**src/rtl/bpred_pkg.sv**
```systemverilog
// ============================================================================
// Module   : bpred_pkg
// Purpose  : Shared defaults, counter constants and the BTB entry record used
//            by bpred_btb and its saturating-counter sub-module.
// Revision : 1.0 - initial release
// ============================================================================
`default_nettype none

package bpred_pkg;

   // Default configuration of the predictor
   localparam int DEF_ENTRIES  = 16;
   localparam int DEF_CTR_BITS = 2;
   localparam int DEF_PC_W     = 32;

   // Entry fields are sized for the widest legal configuration.
   // Narrower builds store zero-extended values, so the upper bits are constant.
   localparam int MAX_PC_W     = 64;
   localparam int MAX_CTR_BITS = 4;

   typedef struct packed {
      logic                    valid;
      logic [MAX_PC_W-1:0]     tag;
      logic [MAX_PC_W-1:0]     target;
      logic [MAX_CTR_BITS-1:0] ctr;
   } btb_entry_t;

   // Reset value: weakly not-taken, 2^(bits-1)-1
   function automatic logic [MAX_CTR_BITS-1:0] ctr_reset_val(input int bits);
      ctr_reset_val = MAX_CTR_BITS'((1 << (bits - 1)) - 1);
   endfunction

   // Allocate value: weakly taken, 2^(bits-1)
   function automatic logic [MAX_CTR_BITS-1:0] ctr_alloc_val(input int bits);
      ctr_alloc_val = MAX_CTR_BITS'(1 << (bits - 1));
   endfunction

endpackage

`default_nettype wire

```
**src/rtl/bpred_btb_sat_counter.sv**
```systemverilog
// ============================================================================
// Module   : sat_counter
// Purpose  : Combinational next-value logic for a saturating up/down counter.
//            Holds at 0 and at 2^CTR_BITS-1; holds when inc and dec agree.
// Revision : 1.0 - initial release
// ============================================================================
`default_nettype none

module sat_counter
   import bpred_pkg::*;
#(
   parameter int CTR_BITS = DEF_CTR_BITS
) (
   input  logic [CTR_BITS-1:0] value,
   input  logic                inc,
   input  logic                dec,
   output logic [CTR_BITS-1:0] next_value
);

   localparam logic [CTR_BITS-1:0] MAX_VAL = '1;

   // Step one towards the requested direction unless already at the rail
   always_comb begin
      next_value = value;
      if (inc && !dec && (value != MAX_VAL)) begin
         next_value = value + 1'b1;
      end else if (dec && !inc && (value != '0)) begin
         next_value = value - 1'b1;
      end
   end

endmodule

`default_nettype wire

```
**src/rtl/bpred_btb.sv**
```systemverilog
// ============================================================================
// Module   : bpred_btb
// Purpose  : Direct-mapped branch target buffer with per-entry saturating
//            direction counters. Lookup is combinational; updates and flush
//            take effect on the rising clock edge.
// Config   : define BPRED_STATS_EN to add stat_updates / stat_mispredicts.
// Revision : 1.0 - initial release
// ============================================================================
`default_nettype none

module bpred_btb
   import bpred_pkg::*;
#(
   parameter int ENTRIES  = DEF_ENTRIES,
   parameter int CTR_BITS = DEF_CTR_BITS,
   parameter int PC_W     = DEF_PC_W
) (
   input  logic            clock,
   input  logic            reset,
   input  logic [PC_W-1:0] lookup_pc,
   output logic            pred_hit,
   output logic            pred_taken,
   output logic [PC_W-1:0] pred_target,
   input  logic            upd_valid,
   input  logic [PC_W-1:0] upd_pc,
   input  logic [PC_W-1:0] upd_target,
   input  logic            upd_taken,
   input  logic            upd_pred_taken,
   input  logic [PC_W-1:0] upd_pred_target,
   input  logic            flush_all,
   output logic            mispredict
`ifdef BPRED_STATS_EN
   ,
   output logic [31:0]     stat_updates,
   output logic [31:0]     stat_mispredicts
`endif
);

   localparam int IDX_W = $clog2(ENTRIES);
   localparam int TAG_W = PC_W - IDX_W;

   localparam logic [MAX_CTR_BITS-1:0] CTR_RST   = ctr_reset_val(CTR_BITS);
   localparam logic [MAX_CTR_BITS-1:0] CTR_ALLOC = ctr_alloc_val(CTR_BITS);

   btb_entry_t btb_q [ENTRIES];

   logic [IDX_W-1:0]    look_idx;
   logic [TAG_W-1:0]    look_tag;
   logic [IDX_W-1:0]    upd_idx;
   logic [TAG_W-1:0]    upd_tag;
   logic                upd_hit;
   logic [CTR_BITS-1:0] ctr_cur;
   logic [CTR_BITS-1:0] ctr_next;

   assign look_idx = lookup_pc[IDX_W-1:0];
   assign look_tag = lookup_pc[PC_W-1:IDX_W];
   assign upd_idx  = upd_pc[IDX_W-1:0];
   assign upd_tag  = upd_pc[PC_W-1:IDX_W];

   // Lookup path reads the table as it stands; writes land only at the edge
   assign pred_hit    = btb_q[look_idx].valid
                        && (btb_q[look_idx].tag == MAX_PC_W'(look_tag));
   assign pred_taken  = pred_hit && btb_q[look_idx].ctr[CTR_BITS-1];
   assign pred_target = pred_taken ? btb_q[look_idx].target[PC_W-1:0]
                                   : lookup_pc + 1'b1;

   assign mispredict = upd_valid
                       && ((upd_pred_taken != upd_taken)
                           || (upd_taken && (upd_pred_target != upd_target)));

   assign upd_hit = btb_q[upd_idx].valid
                    && (btb_q[upd_idx].tag == MAX_PC_W'(upd_tag));
   assign ctr_cur = btb_q[upd_idx].ctr[CTR_BITS-1:0];

   sat_counter #(
      .CTR_BITS   (CTR_BITS)
   ) u_ctr (
      .value      (ctr_cur),
      .inc        (upd_taken),
      .dec        (!upd_taken),
      .next_value (ctr_next)
   );

   // Table state: flush beats update; a miss allocates only on a taken branch
   always_ff @(posedge clock or posedge reset) begin
      if (reset) begin
         for (int i = 0; i < ENTRIES; i++) begin
            btb_q[i].valid  <= 1'b0;
            btb_q[i].tag    <= '0;
            btb_q[i].target <= '0;
            btb_q[i].ctr    <= CTR_RST;
         end
      end else if (flush_all) begin
         for (int i = 0; i < ENTRIES; i++) begin
            btb_q[i].valid <= 1'b0;
         end
      end else if (upd_valid) begin
         if (upd_hit) begin
            btb_q[upd_idx].ctr <= MAX_CTR_BITS'(ctr_next);
            if (upd_taken) begin
               btb_q[upd_idx].target <= MAX_PC_W'(upd_target);
            end
         end else if (upd_taken) begin
            btb_q[upd_idx].valid  <= 1'b1;
            btb_q[upd_idx].tag    <= MAX_PC_W'(upd_tag);
            btb_q[upd_idx].target <= MAX_PC_W'(upd_target);
            btb_q[upd_idx].ctr    <= CTR_ALLOC;
         end
      end
   end

`ifdef BPRED_STATS_EN
   // Event counters survive flush_all and wrap naturally at 2^32
   always_ff @(posedge clock or posedge reset) begin
      if (reset) begin
         stat_updates     <= '0;
         stat_mispredicts <= '0;
      end else begin
         if (upd_valid) begin
            stat_updates <= stat_updates + 32'd1;
         end
         if (mispredict) begin
            stat_mispredicts <= stat_mispredicts + 32'd1;
         end
      end
   end
`endif

endmodule

`default_nettype wire

```
**config.mk**
```make
export PLATFORM = sky130hd
export DESIGN_NAME = bpred_btb
export DESIGN_NICKNAME = d
export VERILOG_FILES = /design/src/rtl/bpred_pkg.sv /design/src/rtl/bpred_btb_sat_counter.sv /design/src/rtl/bpred_btb.sv
export SDC_FILE = /design/constraint.sdc
export NUM_CORES = 2
export LEC_CHECK = 0
export ABC_AREA = 1
export ABC_CLOCK_PERIOD_IN_PS = 84000
export BUFFER_PORTS_ARGS = -buffer_cell sky130_fd_sc_hd__buf_2
export CAP_MARGIN = 20
export CORE_MARGIN = 2
export CORE_UTILIZATION = 40
export CTS_CLUSTER_DIAMETER = 200
export DETAILED_ROUTE_END_ITERATION = 12
export PLACE_DENSITY = 0.62
export REMOVE_ABC_BUFFERS = 1
export SETUP_SLACK_MARGIN = 0.05
export SYNTH_ARGS = -nofsm -noshare
export SYNTH_HDL_FRONTEND = slang
export SYNTH_SLANG_ARGS = --single-unit
```
**constraint.sdc**
```tcl
create_clock -name clock -period 84 [get_ports clock]
set_input_delay 0 -clock clock [delete_from_list [all_inputs] [get_ports clock]]
set_output_delay 0 -clock clock [all_outputs]
set_load 0.05 [all_outputs]
```
==> results.py <==
metrics = {
    "sta": {
        "clock-skew-final_ns": 0.0495,
        "holdWs_ns": 0.0312,
        "max_freq_mhz": 179,
        "setup-violations-final": 0,
        "period_share": 0.0666,
        "rsz0062_at_grt": "no",
        "maxSlewHeadroom": 0.253,
        "tightest_slew_ns": 1.11,
        "finalSetupTns_ns": 0,
        "hold_violations": 0,
        "slew_violations": 0,
        "fin_crit_ns": 5.59,
    },
    "logic_synthesis": {
        "ys_seq_area_frac": 0.483,
        "syn_area_mm2": 0.0523,
        "synth_area_leaders": "dfrtp_1, nand2_1, o21ai_0",
        "syn_avg_cell_area_um2": 7.39,
        "synth_common_cells": "nand2_1, o21ai_0, dfrtp_1",
        "synthArstFlopShare": 1.00,
        "synth_edf_count": 0,
        "netlist_instances": 7067,
        "synth-main-ff-cell": "dfrtp_1",
        "synth_seq_cells": 1008,
        "yosysWarnings": 0,
        "yosysTopAreaCell": "dfrtp_1",
        "yosys.cell_types.count": 46,
        "synth_most_common_cell": "nand2_1",
        "synth_top_area_share": 0.475,
    },
    "hold_path": {
        "hold_depth": 4,
        "hold_path_class": "input pin to register",
    },
    "power_and_ir_drop": {
        "pwr-share-seq": 0.450,
        "ir_drop_v": 0.0000169,
        "comb_power_share": 0.150,
        "power.share.clock": 0.400,
        "power_leakage_nw": 27.5,
        "switching_share": 0.297,
        "p_per_area_mw_per_mm2": 22.3,
        "power.switching_mw": 0.387,
        "internal_power_mw": 0.917,
    },
    "routing": {
        "wirelength_um": 193000,
        "drt_iter0_markers": 5956,
        "drc": 0,
        "post_drt_wl_per_cell_um": 21.9,
        "vias": 49857,
        "dr.pass1.iters": 7,
        "via_per_inst": 5.67,
        "ant_nets": 0,
    },
    "worst_setup_path": {
        "worstPathCellList": "buf_8 > inv_8 > buf_4 > buf_12 > nor2_1 > o21ai_0 > nand2_1 > nand2_1 > inv_1 > nand2_1 > nand2_1 > nand2_1 > nand2_1 > nor2_1 > nand2_1 > nor2_1 > nand3_2 > buf_4 > o21ai_0 > buf_2",
        "required_ns": 84.00,
        "crit_path_max_fanout": 148,
        "path_delay_family": "buffers and inverters",
        "cp_common_cell": "nand2_1",
        "cp-start-kind": "input pin",
        "worst-path-buf-inv": 7,
        "path_class": "input pin to output pin",
        "reg2reg_depth": 15,
        "r2r_setup_slack_ns": 79.86,
        "slowest_stage": "o21ai_0",
        "crit_cells": 20,
        "crit_path_end_kind": "output pin",
        "slowest_delay_ns": 0.86,
        "worstPathArrival_ns": 5.59,
    },
    "final_layout": {
        "regMostFlops": "btb_q",
        "largest_reg_flops": 1008,
        "drive_above_1_share": 0.0741,
        "final_cells": 8791,
        "area_growth_pct": 11.8,
        "nNetsFinal": 7088,
        "num-fill-cells": 13109,
        "reg_top3": "btb_q x1008",
    },
    "clock_network": {
        "cts_tree": "built",
        "post_cts_resized": 0,
        "cts_made_buffers": 109,
        "clk_transition_reported_paths_ns": 0.06,
        "clockBufferDepth": 3,
        "cts_root_buf": "clkbuf_16",
        "clk_latency_ns": 0.75,
        "clock_sinks": 1008,
        "htreeDepth": 3,
    },
    "place": {
        "io_buffers": 168,
        "place_inst": 8501,
        "routabilityCongestion": 0.959,
        "dp_hpwl_um": 109000,
    },
    "floorplanning": {
        "die_h_um": 365,
        "chipWidth_um": 365,
        "core-area_mm2": 0.130,
        "rows": 132,
        "ios": 169,
        "start_util": 0.403,
        "dieArea_mm2": 0.134,
    },
    "global_routing": {
        "grt_max_degree": 168,
        "grt_pass1_vias": 45966,
        "grt.overflow.total": 0,
        "antenna_found_initial": 7,
        "grt_pass1_wl_um": 291000,
        "grt_usage": 0.286,
    },
    "status": {
        "status": "finished, final reports clean",
    },
    "job": {
        "maxCapViolCount": 0,
    },
}
-- worst min-delay path, delay by kind of cell --
kind / cells / cell delay, ns
buffers and inverters: 2 / 0.64
AO/OA/AOI/OAI: 1 / 0.06
AND/OR/NAND/NOR: 1 / 0.05
-- routing by layer --
| metal | vias up | global-route usage | wire length [µm] |
|---|---|---|---|
| li1 | 22997 | - | - |
| met1 | 23908 | 0.401 | 81600 |
| met2 | 2527 | 0.439 | 84800 |
| met3 | 419 | 0.0575 | 19200 |
| met4 | 6 | 0.0992 | 6920 |
| met5 | - | 0 | 28 |
-- cells by family after synthesis --
kind of cell    count (synthesis)  share of synthesized area
xor+xnor                       41                    0.00687
buf+inv                       877                     0.0709
fa+ha+maj                       3                   0.000718
flops                        1008                      0.483
compound gates               2017                      0.206
simple gates                 3121                      0.232
-- power groups by stage --
stage | combinational, mW | clock, mW | sequential, mW
finish | 0.196 | 0.521 | 0.587
global route | 0.223 | 0.547 | 0.594
CTS | 0.194 | 0.526 | 0.586
detailed placement | 0.191 | 0 | 0.594
global placement | 0.187 | 0 | 0.592
floorplan | 0.129 | 0 | 0.586
-- area by class of cell --
class	instances	area (µm²)	share of cell area
flip-flops and latches	1008	25200	0.432
multi-input cells	5182	23500	0.401
clock buffers	160	3290	0.0563
repair buffers	334	2440	0.0418
well taps	1742	2180	0.0373
inverters	316	1210	0.0208
clock inverters	46	598	0.0102
diodes	3	7.51	0.000128
-- layout by cell type (no fill, tap or decap), drive strengths merged, types with 5 or more instances in the layout --
cell | synthesis | final
o22ai | 98 | 98
o221ai | 21 | 21
nand2 | 2275 | 2275
o211ai | 78 | 78
dfstp | 16 | 16
xnor2 | 10 | 10
dlygate4sd3 | 0 | 78
inv | 312 | 314
nand4 | 57 | 57
buf | 197 | 256
a31oi | 11 | 11
dfrtp | 992 | 992
a21oi | 163 | 163
a22oi | 11 | 11
nand3 | 162 | 162
a221oi | 21 | 21
nor2 | 600 | 600
xor2 | 31 | 31
o21ai | 1581 | 1581
nor4 | 5 | 5
clkbuf | 364 | 160
clkinv | 4 | 35
o211a | 10 | 10
a32o | 11 | 11
bufinv | 0 | 10
nor3 | 18 | 18
-- path summary, 6_finish.rpt --
| kind | start | to |
|---|---|---|
| min reg2reg | btb_q[532] | btb_q[532] |
| max in group asynchronous | reset | btb_q[1009] |
| max reg2reg | btb_q[1667] | btb_q[1945] |
| min | upd_target[15] | btb_q[2014] |
| max | lookup_pc[0] | pred_target[13] |
| min in group asynchronous | reset | btb_q[1075] |
-- what timing repair did --
item / in CTS / in global routing
hold buffers: 78 / 0
hold endpoints to repair: 1088 / 0
buffers inserted: 0 / 0
-- stage by stage --
stage	util	worst slack [ns]	area [µm²]	total power [mW]
6_report	0.451	78.41	58400	1.30
5_1_grt	0.451	78.14	58400	1.36
4_1_cts	0.450	78.67	58300	1.31
3_5_place_dp	0.414	78.20	53700	0.784
3_3_place_gp	0.414	78.30	53600	0.779
2_1_floorplan	-	55.66	49700	0.715
(Power assumes the default switching activity.)
